[src/rtl/replica_pkg.sv]
// Shared types and fixed-point constants for the replica exchange blocks.
// Formats: Q4.12 for the energy product y, Q0.16 for probabilities,
// Q1.16 for delta_beta, signed Q5.16 for the Taylor accumulator.
package replica_pkg;

    localparam int node_num = 8;

    localparam int DIST_W   = 20;  // tour distance, unsigned integer
    localparam int DBETA_W  = 17;  // Q1.16
    localparam int Q412_W   = 16;  // Q4.12
    localparam int Q016_W   = 16;  // Q0.16
    localparam int RECIP_W  = 17;  // 1/k with one integer bit so 1/1 is exact
    localparam int TERM_W   = 20;  // Q4.16 unsigned Taylor term
    localparam int SUM_W    = 22;  // signed Q5.16 Taylor accumulator
    localparam int SQUARE_STEPS = 3;  // exp(-y) = exp(-y/8)^8

    typedef logic [DIST_W-1:0] distance_t;

    typedef enum logic [1:0] {
        NOP  = 2'd0,
        SELF = 2'd1,
        PREV = 2'd2,
        FOLW = 2'd3
    } exchange_command_t;

    typedef enum logic [2:0] {
        IDLE,
        MUL,
        TAYLOR,
        SQUARE,
        CMP
    } judge_state_t;

    // Reciprocal table 1/k, k = 1..8, 16 fractional bits (rounded).
    function automatic logic [RECIP_W-1:0] recip_tab(input logic [3:0] k);
        case (k)
            4'd1:    recip_tab = 17'h10000;
            4'd2:    recip_tab = 17'h08000;
            4'd3:    recip_tab = 17'h05555;
            4'd4:    recip_tab = 17'h04000;
            4'd5:    recip_tab = 17'h03333;
            4'd6:    recip_tab = 17'h02AAB;
            4'd7:    recip_tab = 17'h02492;
            4'd8:    recip_tab = 17'h02000;
            default: recip_tab = '0;
        endcase
    endfunction

endpackage

[src/rtl/exp_neg_unit.sv]
// exp(-y) evaluator: z = y/8, Taylor series for exp(-z), then three squarings.
// start is a one-cycle pulse; taylor_last flags the final series cycle and
// done flags the final squaring cycle, during which p carries the result.
module exp_neg_unit
    import replica_pkg::*;
#(
    parameter int taylor_order = 6
) (
    input  logic              clk,
    input  logic              reset,
    input  logic              start,
    input  logic [Q412_W-1:0] y,
    output logic              taylor_last,
    output logic              done,
    output logic [Q016_W-1:0] p
);

    typedef enum logic [1:0] {EXP_IDLE, EXP_TAYLOR, EXP_SQUARE} exp_phase_t;

    exp_phase_t               phase_q, phase_d;
    logic [3:0]               cnt_q, cnt_d;
    logic [Q412_W-1:0]        z_q, z_d;
    logic [TERM_W-1:0]        term_q, term_d;
    logic signed [SUM_W-1:0]  sum_q, sum_d;
    logic [Q016_W-1:0]        p_q, p_d;

    logic [TERM_W-1:0]        tz;
    logic [TERM_W-1:0]        term_next;
    logic signed [SUM_W-1:0]  term_ext;
    logic signed [SUM_W-1:0]  sum_next;
    logic [Q016_W-1:0]        sq;

    // Clamp the signed series sum into a Q0.16 probability.
    function automatic logic [Q016_W-1:0] clamp_q016(input logic signed [SUM_W-1:0] s);
        if (s[SUM_W-1])
            clamp_q016 = '0;
        else if (|s[SUM_W-2:16])
            clamp_q016 = 16'hFFFF;
        else
            clamp_q016 = s[15:0];
    endfunction

    // Series step, squaring step and phase sequencing.
    always_comb begin
        // NOTE: every combinational output gets a default first so no path infers a latch.
        phase_d     = phase_q;
        cnt_d       = cnt_q;
        z_d         = z_q;
        term_d      = term_q;
        sum_d       = sum_q;
        p_d         = p_q;
        taylor_last = 1'b0;
        done        = 1'b0;

        // term_k = term_{k-1} * z / k ; Q4.16 * Q4.12 >> 12, then * Q1.16 >> 16
        tz        = TERM_W'(36'(term_q * z_q) >> 12);
        term_next = TERM_W'(37'(tz * recip_tab(cnt_q)) >> 16);
        term_ext  = $signed({2'b00, term_next});
        sum_next  = cnt_q[0] ? (sum_q - term_ext) : (sum_q + term_ext);
        sq        = Q016_W'(32'(p_q * p_q) >> 16);
        p         = sq;

        unique case (phase_q)
            EXP_IDLE: begin
                if (start) begin
                    z_d     = y >> 3;
                    term_d  = 20'h10000;
                    sum_d   = 22'sh10000;
                    cnt_d   = 4'd1;
                    phase_d = EXP_TAYLOR;
                end
            end
            EXP_TAYLOR: begin
                term_d = term_next;
                sum_d  = sum_next;
                cnt_d  = cnt_q + 4'd1;
                if (cnt_q == 4'(taylor_order)) begin
                    taylor_last = 1'b1;
                    p_d         = clamp_q016(sum_next);
                    cnt_d       = 4'd1;
                    phase_d     = EXP_SQUARE;
                end
            end
            EXP_SQUARE: begin
                p_d   = sq;
                cnt_d = cnt_q + 4'd1;
                if (cnt_q == 4'(SQUARE_STEPS)) begin
                    done    = 1'b1;
                    phase_d = EXP_IDLE;
                end
            end
            default: phase_d = EXP_IDLE;
        endcase
    end

    // Datapath and phase registers.
    always_ff @(posedge clk or posedge reset) begin
        if (reset) begin
            phase_q <= EXP_IDLE;
            cnt_q   <= '0;
            z_q     <= '0;
            term_q  <= '0;
            sum_q   <= '0;
            p_q     <= '0;
        end else begin
            // NOTE: sequential state uses non-blocking assignment so all flops update together.
            phase_q <= phase_d;
            cnt_q   <= cnt_d;
            z_q     <= z_d;
            term_q  <= term_d;
            sum_q   <= sum_d;
            p_q     <= p_d;
        end
    end

endmodule

[src/rtl/replica_exchange_judge.sv]
// Initiator side of the Metropolis replica exchange test with the following
// neighbour. Decision is presented in the CMP cycle (done=1), which also
// behaves like IDLE so a back-to-back test_start is accepted there.
// Optional macro EXCHANGE_STAT_EN adds a saturating accepted-swap counter.
module replica_exchange_judge
    import replica_pkg::*;
#(
    parameter int id           = 0,
    parameter int taylor_order = 6
) (
    input  logic              clk,
    input  logic              reset,
    input  logic              test_start,
    input  logic              parity,
    input  distance_t         self_dist,
    input  distance_t         folw_dist,
    input  logic [DBETA_W-1:0] delta_beta,
    input  logic [Q016_W-1:0] rand_val,
    output logic              busy,
    output logic              done,
    output logic              out_exchange,
    output exchange_command_t exchange_cmd
`ifdef EXCHANGE_STAT_EN
    ,
    input  logic              stat_clear,
    output logic [15:0]       accept_cnt
`endif
);

    localparam int  PROD_W       = DBETA_W + DIST_W;
    localparam logic ID_PARITY   = 1'(id % 2);
    localparam logic PAIRS_FWD   = (id != node_num - 1);

    judge_state_t       state_q, state_d;
    distance_t          self_q, self_d, folw_q, folw_d;
    logic [DBETA_W-1:0] dbeta_q, dbeta_d;
    logic [Q016_W-1:0]  rand_q, rand_d;
    logic               out_exchange_q, out_exchange_d;
    exchange_command_t  exchange_cmd_q, exchange_cmd_d;

    distance_t          d_energy;
    logic [PROD_W-1:0]  prod;
    logic [Q412_W-1:0]  y_mul;
    logic               y_sat;
    logic               participating;
    logic               accept;
    logic               exp_start;
    logic               exp_taylor_last;
    logic               exp_done;
    logic [Q016_W-1:0]  exp_p;

    exp_neg_unit #(
        .taylor_order (taylor_order)
    ) u_exp (
        .clk         (clk),
        .reset       (reset),
        .start       (exp_start),
        .y           (y_mul),
        .taylor_last (exp_taylor_last),
        .done        (exp_done),
        .p           (exp_p)
    );

    // Next-state, input latching and decision logic.
    always_comb begin
        state_d        = state_q;
        self_d         = self_q;
        folw_d         = folw_q;
        dbeta_d        = dbeta_q;
        rand_d         = rand_q;
        out_exchange_d = out_exchange_q;
        exchange_cmd_d = exchange_cmd_q;
        exp_start      = 1'b0;

        participating = PAIRS_FWD && (parity == ID_PARITY);
        // y = delta_beta(Q1.16) * dE, truncated to Q4.12; anything >= 16.0 saturates
        d_energy = self_q - folw_q;
        prod     = PROD_W'(dbeta_q) * PROD_W'(d_energy);
        y_mul    = Q412_W'(prod >> 4);
        y_sat    = (prod >> 20) != '0;
        accept   = rand_q < exp_p;

        unique case (state_q)
            IDLE, CMP: begin
                if (test_start) begin
                    self_d         = self_dist;
                    folw_d         = folw_dist;
                    dbeta_d        = delta_beta;
                    rand_d         = rand_val;
                    out_exchange_d = 1'b0;
                    exchange_cmd_d = NOP;
                    if (!participating) begin
                        exchange_cmd_d = SELF;
                        state_d        = CMP;
                    end else if (folw_dist >= self_dist || delta_beta == '0) begin
                        out_exchange_d = 1'b1;
                        exchange_cmd_d = FOLW;
                        state_d        = CMP;
                    end else begin
                        state_d = MUL;
                    end
                end else if (state_q == CMP) begin
                    state_d = IDLE;
                end
            end
            MUL: begin
                if (y_sat) begin
                    // p = 0: no random value can be below it
                    exchange_cmd_d = SELF;
                    state_d        = CMP;
                end else begin
                    exp_start = 1'b1;
                    state_d   = TAYLOR;
                end
            end
            TAYLOR: begin
                if (exp_taylor_last)
                    state_d = SQUARE;
            end
            SQUARE: begin
                if (exp_done) begin
                    out_exchange_d = accept;
                    exchange_cmd_d = accept ? FOLW : SELF;
                    state_d        = CMP;
                end
            end
            default: state_d = IDLE;
        endcase
    end

    // State, latched operands and held decision.
    always_ff @(posedge clk or posedge reset) begin
        if (reset) begin
            state_q        <= IDLE;
            self_q         <= '0;
            folw_q         <= '0;
            dbeta_q        <= '0;
            rand_q         <= '0;
            out_exchange_q <= 1'b0;
            exchange_cmd_q <= NOP;
        end else begin
            state_q        <= state_d;
            self_q         <= self_d;
            folw_q         <= folw_d;
            dbeta_q        <= dbeta_d;
            rand_q         <= rand_d;
            out_exchange_q <= out_exchange_d;
            exchange_cmd_q <= exchange_cmd_d;
        end
    end

    assign busy         = (state_q == MUL) || (state_q == TAYLOR) || (state_q == SQUARE);
    assign done         = (state_q == CMP);
    assign out_exchange = out_exchange_q;
    assign exchange_cmd = exchange_cmd_q;

`ifdef EXCHANGE_STAT_EN
    logic [15:0] accept_cnt_q, accept_cnt_d;
    logic        accept_evt;

    // Saturating count of accepted swaps; clear beats a same-cycle increment.
    always_comb begin
        accept_evt   = (state_d == CMP) && out_exchange_d;
        accept_cnt_d = accept_cnt_q;
        if (stat_clear)
            accept_cnt_d = '0;
        else if (accept_evt && accept_cnt_q != 16'hFFFF)
            accept_cnt_d = accept_cnt_q + 16'd1;
    end

    // Counter register.
    always_ff @(posedge clk or posedge reset) begin
        if (reset)
            accept_cnt_q <= '0;
        else
            accept_cnt_q <= accept_cnt_d;
    end

    assign accept_cnt = accept_cnt_q;
`endif

endmodule

[config.mk]
export PLATFORM = sky130hd
export DESIGN_NAME = replica_exchange_judge
export DESIGN_NICKNAME = d
export VERILOG_FILES = /design/src/rtl/replica_pkg.sv /design/src/rtl/exp_neg_unit.sv /design/src/rtl/replica_exchange_judge.sv
export SDC_FILE = /design/constraint.sdc
export NUM_CORES = 2
export LEC_CHECK = 0
export BUFFER_PORTS_ARGS = -buffer_cell sky130_fd_sc_hd__buf_2
export CAP_MARGIN = 40
export CORE_MARGIN = 2
export CORE_UTILIZATION = 55
export DETAILED_ROUTE_END_ITERATION = 8
export PLACE_DENSITY = 0.71
export RECOVER_POWER = 25
export SLEW_MARGIN = 20
export SYNTH_ARGS = -nofsm -noshare
export SYNTH_HDL_FRONTEND = slang
export SYNTH_HIERARCHICAL = 1
export SYNTH_SLANG_ARGS = --single-unit
[constraint.sdc]
create_clock -name clk -period 15.9 [get_ports clk]
set_input_delay 3.18 -clock clk [delete_from_list [all_inputs] [get_ports clk]]
set_output_delay 3.18 -clock clk [all_outputs]
set_load 0.01 [all_outputs]
; ---- Word level (Yosys, flattened, before mapping)
; Memory sizes are Yosys's and may differ from the RTL's.
; Cells that the tools add are included.
[op_classes]
add_sub_neg = 4
multipliers = 4
div = 0
order_cmp = 2
n_eq_ne = 16
shifts = 0
mux = 42
bitwise_logic = 0
n_reduce_logical = 23
[ops]
columns = operator, n
row1 = two-way mux 16 bit, 3
row2 = two-way mux 22 bit, 2
row3 = one-hot mux 22 bit (2 select lines), 1
row4 = one-hot mux 20 bit (2 select lines), 1
row5 = multiplier 17 x 20 -> 37 bit, 1
row6 = nonzero test 37 bit, 1
row7 = multiplier 20 x 17 -> 36 bit, 1
row8 = multiplier 16 x 16 -> 32 bit, 1
row9 = multiplier 20 x 13 -> 32 bit, 1
row10 = one-hot mux 16 bit (2 select lines), 1
row11 = adder 22 x 21 -> 22 bit, 1
row12 = subtractor 22 x 21 -> 22 bit, 1
row13 = two-way mux 3 bit, 7
row14 = greater-or-equal comparator 20 bit, 1
row15 = two-way mux 20 bit, 1
row16 = subtractor 20 bit, 1
row17 = two-way mux 2 bit, 9
row18 = logical NOT 17 bit, 1
row19 = less-than comparator 16 bit, 1
row20 = one-hot mux 2 bit (3 select lines), 2
row21 = one-hot mux 3 bit (4 select lines), 1
row22 = one-hot mux 4 bit (3 select lines), 1
row23 = two-way mux 1 bit, 10
row24 = != test 2 bit (second input constant), 5
row25 = other kinds (22), 36
[totals]
ff_bits = 156
latch_bits = 0
mem_bits_rw = 0
rom_bits = 272
in_bits = 77
output_inout_bits = 5
wordCells = 105
n_memories = 1
[mem_list]
columns = memory, words, width, rd, rd_clocked_by_memory_dff, write_ports, line
row1 = (no name shown), 16, 17, 1, 0, 0, replica_pkg.sv:36  ; case (k)

; ---- Longest topological paths before layout
[logic_depth]
ltp_word = 9
mapped_depth = 60

; ---- Modules after synthesis
; Netlist, hierarchy kept.
[by_module_without_submodules]
columns = mod, instances, cells_per_inst, area_each_um2, seq_area_each_um2
row1 = exp_neg_unit, 1, 3427, 30003.8, 1926.8
row2 = replica_exchange_judge, 1, 1874, 16024.1, 1976.9

; ---- Worst setup path before layout
; Ideal clock, no wire load.
[synth_path]
path_kind = register -> register
start = register u_exp.term_q[8]
end = register u_exp.p_q[0]
t_arrival_ns = 14.476
t_required_ns = 15.826
setup_slack_ns = 1.350
path_stages_with_launch = 57
n_path_buf = 2
synth_period_minus_slack_ns = 14.550
cell_sequence = dfrtp_1 clkbuf_1 and2_1 fa_1 inv_1 fa_1 inv_1 fa_1 fa_1 inv_1 fa_1 inv_1 ha_1 a21o_1 a21o_1 a22oi_1 o21ai_1 a21oi_1 [21 not listed] mux2_1 a2111oi_4 nand3_1 nor2_1 nor2_1 xnor2_1 ha_1 a21o_1 a211o_1 a311oi_1 a21oi_1 o41ai_1 xnor2_1 or4_1 o21ai_0 nor3_4 buf_6 o21ai_2
[synth_between]
elab_chain_len = 9
elab_cells_between_ends = 10
[synth_lines]
columns = element, line
row1 = "start, declared", exp_neg_unit.sv:23  ; logic [TERM_W-1:0] term_q, term_d;
row2 = "start signal, assigned", exp_neg_unit.sv:110  ; term_q <= term_d;
row3 = multiplier 20 x 13 -> 32 bit (*), exp_neg_unit.sv:56  ; tz = TERM_W'(36'(term_q * z_q) >> 12);
row4 = multiplier 20 x 17 -> 36 bit (*), exp_neg_unit.sv:57  ; term_next = TERM_W'(37'(tz * recip_tab(cnt_q)) >> 16);
row5 = adder 22 x 21 -> 22 bit or subtractor 22 x 21 -> 22 bit (tied branches), exp_neg_unit.sv:59  ; sum_next = cnt_q[0] ? (sum_q - term_ext) : (sum_q + term_ext);
row6 = two-way mux 22 bit (*), exp_neg_unit.sv:59
row7 = OR reduction 5 bit, exp_neg_unit.sv:37  ; else if (|s[SUM_W-2:16])
row8 = two-way mux 16 bit, exp_neg_unit.sv:37
row9 = two-way mux 16 bit (*), exp_neg_unit.sv:35  ; if (s[SUM_W-1])
row10 = two-way mux 16 bit (*), exp_neg_unit.sv:77  ; if (cnt_q == 4'(taylor_order)) begin
row11 = one-hot mux 16 bit (2 select lines) (*), exp_neg_unit.sv:63  ; unique case (phase_q)
row12 = "end signal, assigned", exp_neg_unit.sv:112  ; p_q <= p_d;
row13 = "end, declared", exp_neg_unit.sv:25  ; logic [Q016_W-1:0] p_q, p_d;
; Mark *: on every way between the ends. The rest lies on a longest branch, timed or not. The select of a mux whose other input is x is not followed.
; A chain may end at the register's enable or synchronous reset.

; ---- Worst setup path in the final report
[layout_path]
start = register u_exp.z_q[9]
end = register u_exp.p_q[12]
[layout_between]
elab_chain_len = 9
elab_cells_between_ends = 10
[layout_lines]
columns = element, line
row1 = "start, declared", exp_neg_unit.sv:22  ; logic [Q412_W-1:0] z_q, z_d;
row2 = "start signal, assigned", exp_neg_unit.sv:109  ; z_q <= z_d;
row3 = multiplier 20 x 13 -> 32 bit (*), exp_neg_unit.sv:56
row4 = multiplier 20 x 17 -> 36 bit (*), exp_neg_unit.sv:57
row5 = adder 22 x 21 -> 22 bit or subtractor 22 x 21 -> 22 bit (tied branches), exp_neg_unit.sv:59
row6 = two-way mux 22 bit (*), exp_neg_unit.sv:59
row7 = OR reduction 5 bit, exp_neg_unit.sv:37
row8 = two-way mux 16 bit, exp_neg_unit.sv:37
row9 = two-way mux 16 bit (*), exp_neg_unit.sv:35
row10 = two-way mux 16 bit (*), exp_neg_unit.sv:77
row11 = one-hot mux 16 bit (2 select lines) (*), exp_neg_unit.sv:63
; Marked as above.

==> qor.txt <==
Input/output buffers: 81
Max incr delay on CP: 0.88 ns
CTS root buf: clkbuf_16
Synth Cell Area: 0.04602 mm^2
Layout area overhead: 5.577%
Initial Util: 55.25%
WL final: 115.3 mm
Worst Setup End Kind: flop
Grt ovf: 0
Slowest cell on the critical path: dfrtp_1
Final nets: 6756
Post-Syn Instances: 5299
DR iter-0 viols: 2298
Num CTS Buffers: 17
Failing checks: max-capacitance violations, max-slew violations
Fin crit share: 94.77%
Max Slew Vio Count: 114
Wire per inst: 18.00 um
Synthesized Nets: 6741
Sink Count: 156
Area occupied by multi-input gates: 0.03689 mm^2
Reg area: 0.003916 mm^2
Status: finished, violations left
Critical path arrival: 15.48 ns
Most used cell, CP: fa_1
Clock Path Buffers: 2
DR pass1 iterations: 6
Antenna-violating nets left: 0
Die area: 0.08599 mm^2
Diode count: 0
Dpl hpwl: 96.07 mm
Initial antenna violation count: 1
WS Path Type: flop to flop
YS warnings: 6
Setup Buffers After CTS: 0
Endpoints failing hold: 0
GRT Total Usage: 28.44%
Crit path launch type: flop
Setup-failing EPs final: 0
Crit path time final: 15.07 ns
Worst Clk Skew: 0.02360 ns
First-pass GRT wire length: 193.9 mm
Filler cells: 7480
Hold path cells: 2
Layout cells sized above 1: 5.988%
DRC viols: 0
DIE HEIGHT: 293.2 um
MaxCap Viol Count: 2
CTS tree: built
Worst-path fanout max: 21
Vias per inst: 5.476
Slew HR: -116.4%
Routability congestion estimate: 0.9917
Worst reg2reg path depth: 55
Final Util: 58.33%
H-tree depth: 4
Worst Max-Slew Pin Slew: 3.247 ns
Avg Inst Size Synth: 8.684 um^2
Die X: 293.2 um
Clk pin slew, worst setup/hold paths: 0.08 ns
Clock latency at the later pin of the worst-skew pair: 0.51 ns
Vias in the first global route: 37.72k
WP data required: 16.31 ns
Row count: 106
Commonest non-fill, non-tap cells in the layout: 1195 x inv_1, 880 x fa_1, 807 x nand2_1
Io pins: 82
DR vias: 35.08k
Commonest non-fill, non-tap cell in the layout: inv_1
Max Fclk: 66.37 MHz
Largest net degree at the start of global routing: 76
Area of the core: 0.08329 mm^2
Hold WC Path Type: flop to flop
[worst paths after layout]
path | start | end | slack (ns)
setup / recovery | u_exp/z_q[9] | u_exp/p_q[12] | 0.83
setup reg to reg | u_exp/z_q[9] | u_exp/p_q[12] | 0.83
max in group asynchronous | reset | u_exp/z_q[1] | 11.37
hold / removal | rand_q[11] | rand_q[11] | 0.49
hold reg to reg | rand_q[11] | rand_q[11] | 0.49
min in group asynchronous | reset | exchange_cmd[0] | 2.96
[sequential cells by signal (all words and copies together) (netlist names), 2 cells and up]
| signal | flops |
|---|---|
| folw_q | 20 |
| u_exp/cnt_q | 4 |
| u_exp/sum_q | 22 |
| u_exp/z_q | 13 |
| u_exp/phase_q | 2 |
| self_q | 20 |
| rand_q | 16 |
| u_exp/term_q | 20 |
| u_exp/p_q | 16 |
| dbeta_q | 17 |
| state_q | 3 |
| exchange_cmd | 2 |
[through the flow]
step / worst slack [ns] / hold WS [ns] / TNS (ns) / std cells / area [um^2]
after CTS: 0.08369 / 0.4848 / 0 / 6397 / 48410
after detailed placement: 0.1024 / 0.4698 / 0 / 6365 / 47790
after global placement: 0.4018 / 0.4622 / 0 / 6362 / 47770
after floorplan: 1.350 / 0.4369 / 0 / 5299 / 46020
final: 0.8320 / 0.4891 / 0 / 6407 / 48580
after global routing: -0.009129 / 0.5161 / -0.01673 / 6407 / 48580
[worst max-delay path: cells and delay by family, from the launching register on]
| kind | cells | cell delay [ns] |
|---|---|---|
| simple gates | 9 | 1.64 |
| xor+xnor | 3 | 0.49 |
| flops | 1 | 0.88 |
| compound gates | 19 | 4.10 |
| fa+ha+maj | 14 | 6.82 |
| buf+inv | 10 | 1.02 |
[cell type report]
| class | instances | share of cell area, % |
|---|---|---|
| sequential | 156 | 8.061 |
| multi-input combinational | 3747 | 75.94 |
| timing repair buffer | 195 | 2.689 |
| inverter | 1197 | 9.254 |
| clock inverter | 15 | 0.3966 |
| clock buffer | 17 | 0.8757 |
| tap | 1080 | 2.782 |
[layer usage]
| layer | global-route usage, % | vias to the layer above | routed length, um |
|---|---|---|---|
| met5 | 0 | - | 0 |
| met4 | 10.68 | 0 | 4680 |
| met3 | 3.744 | 252 | 6541 |
| met2 | 48.75 | 1102 | 56440 |
| met1 | 36.90 | 17550 | 47660 |
| li1 | - | 16180 | - |
[timing repair]
item,4_1_cts,5_1_grt
resized for setup,0,18
endpoints found under the setup margin,0,16
hold buffers,0,0
hold endpoints to repair,0,0
Power is not shown: default switching activity piles up to over one toggle a cycle in this logic, so the estimate is an artifact.
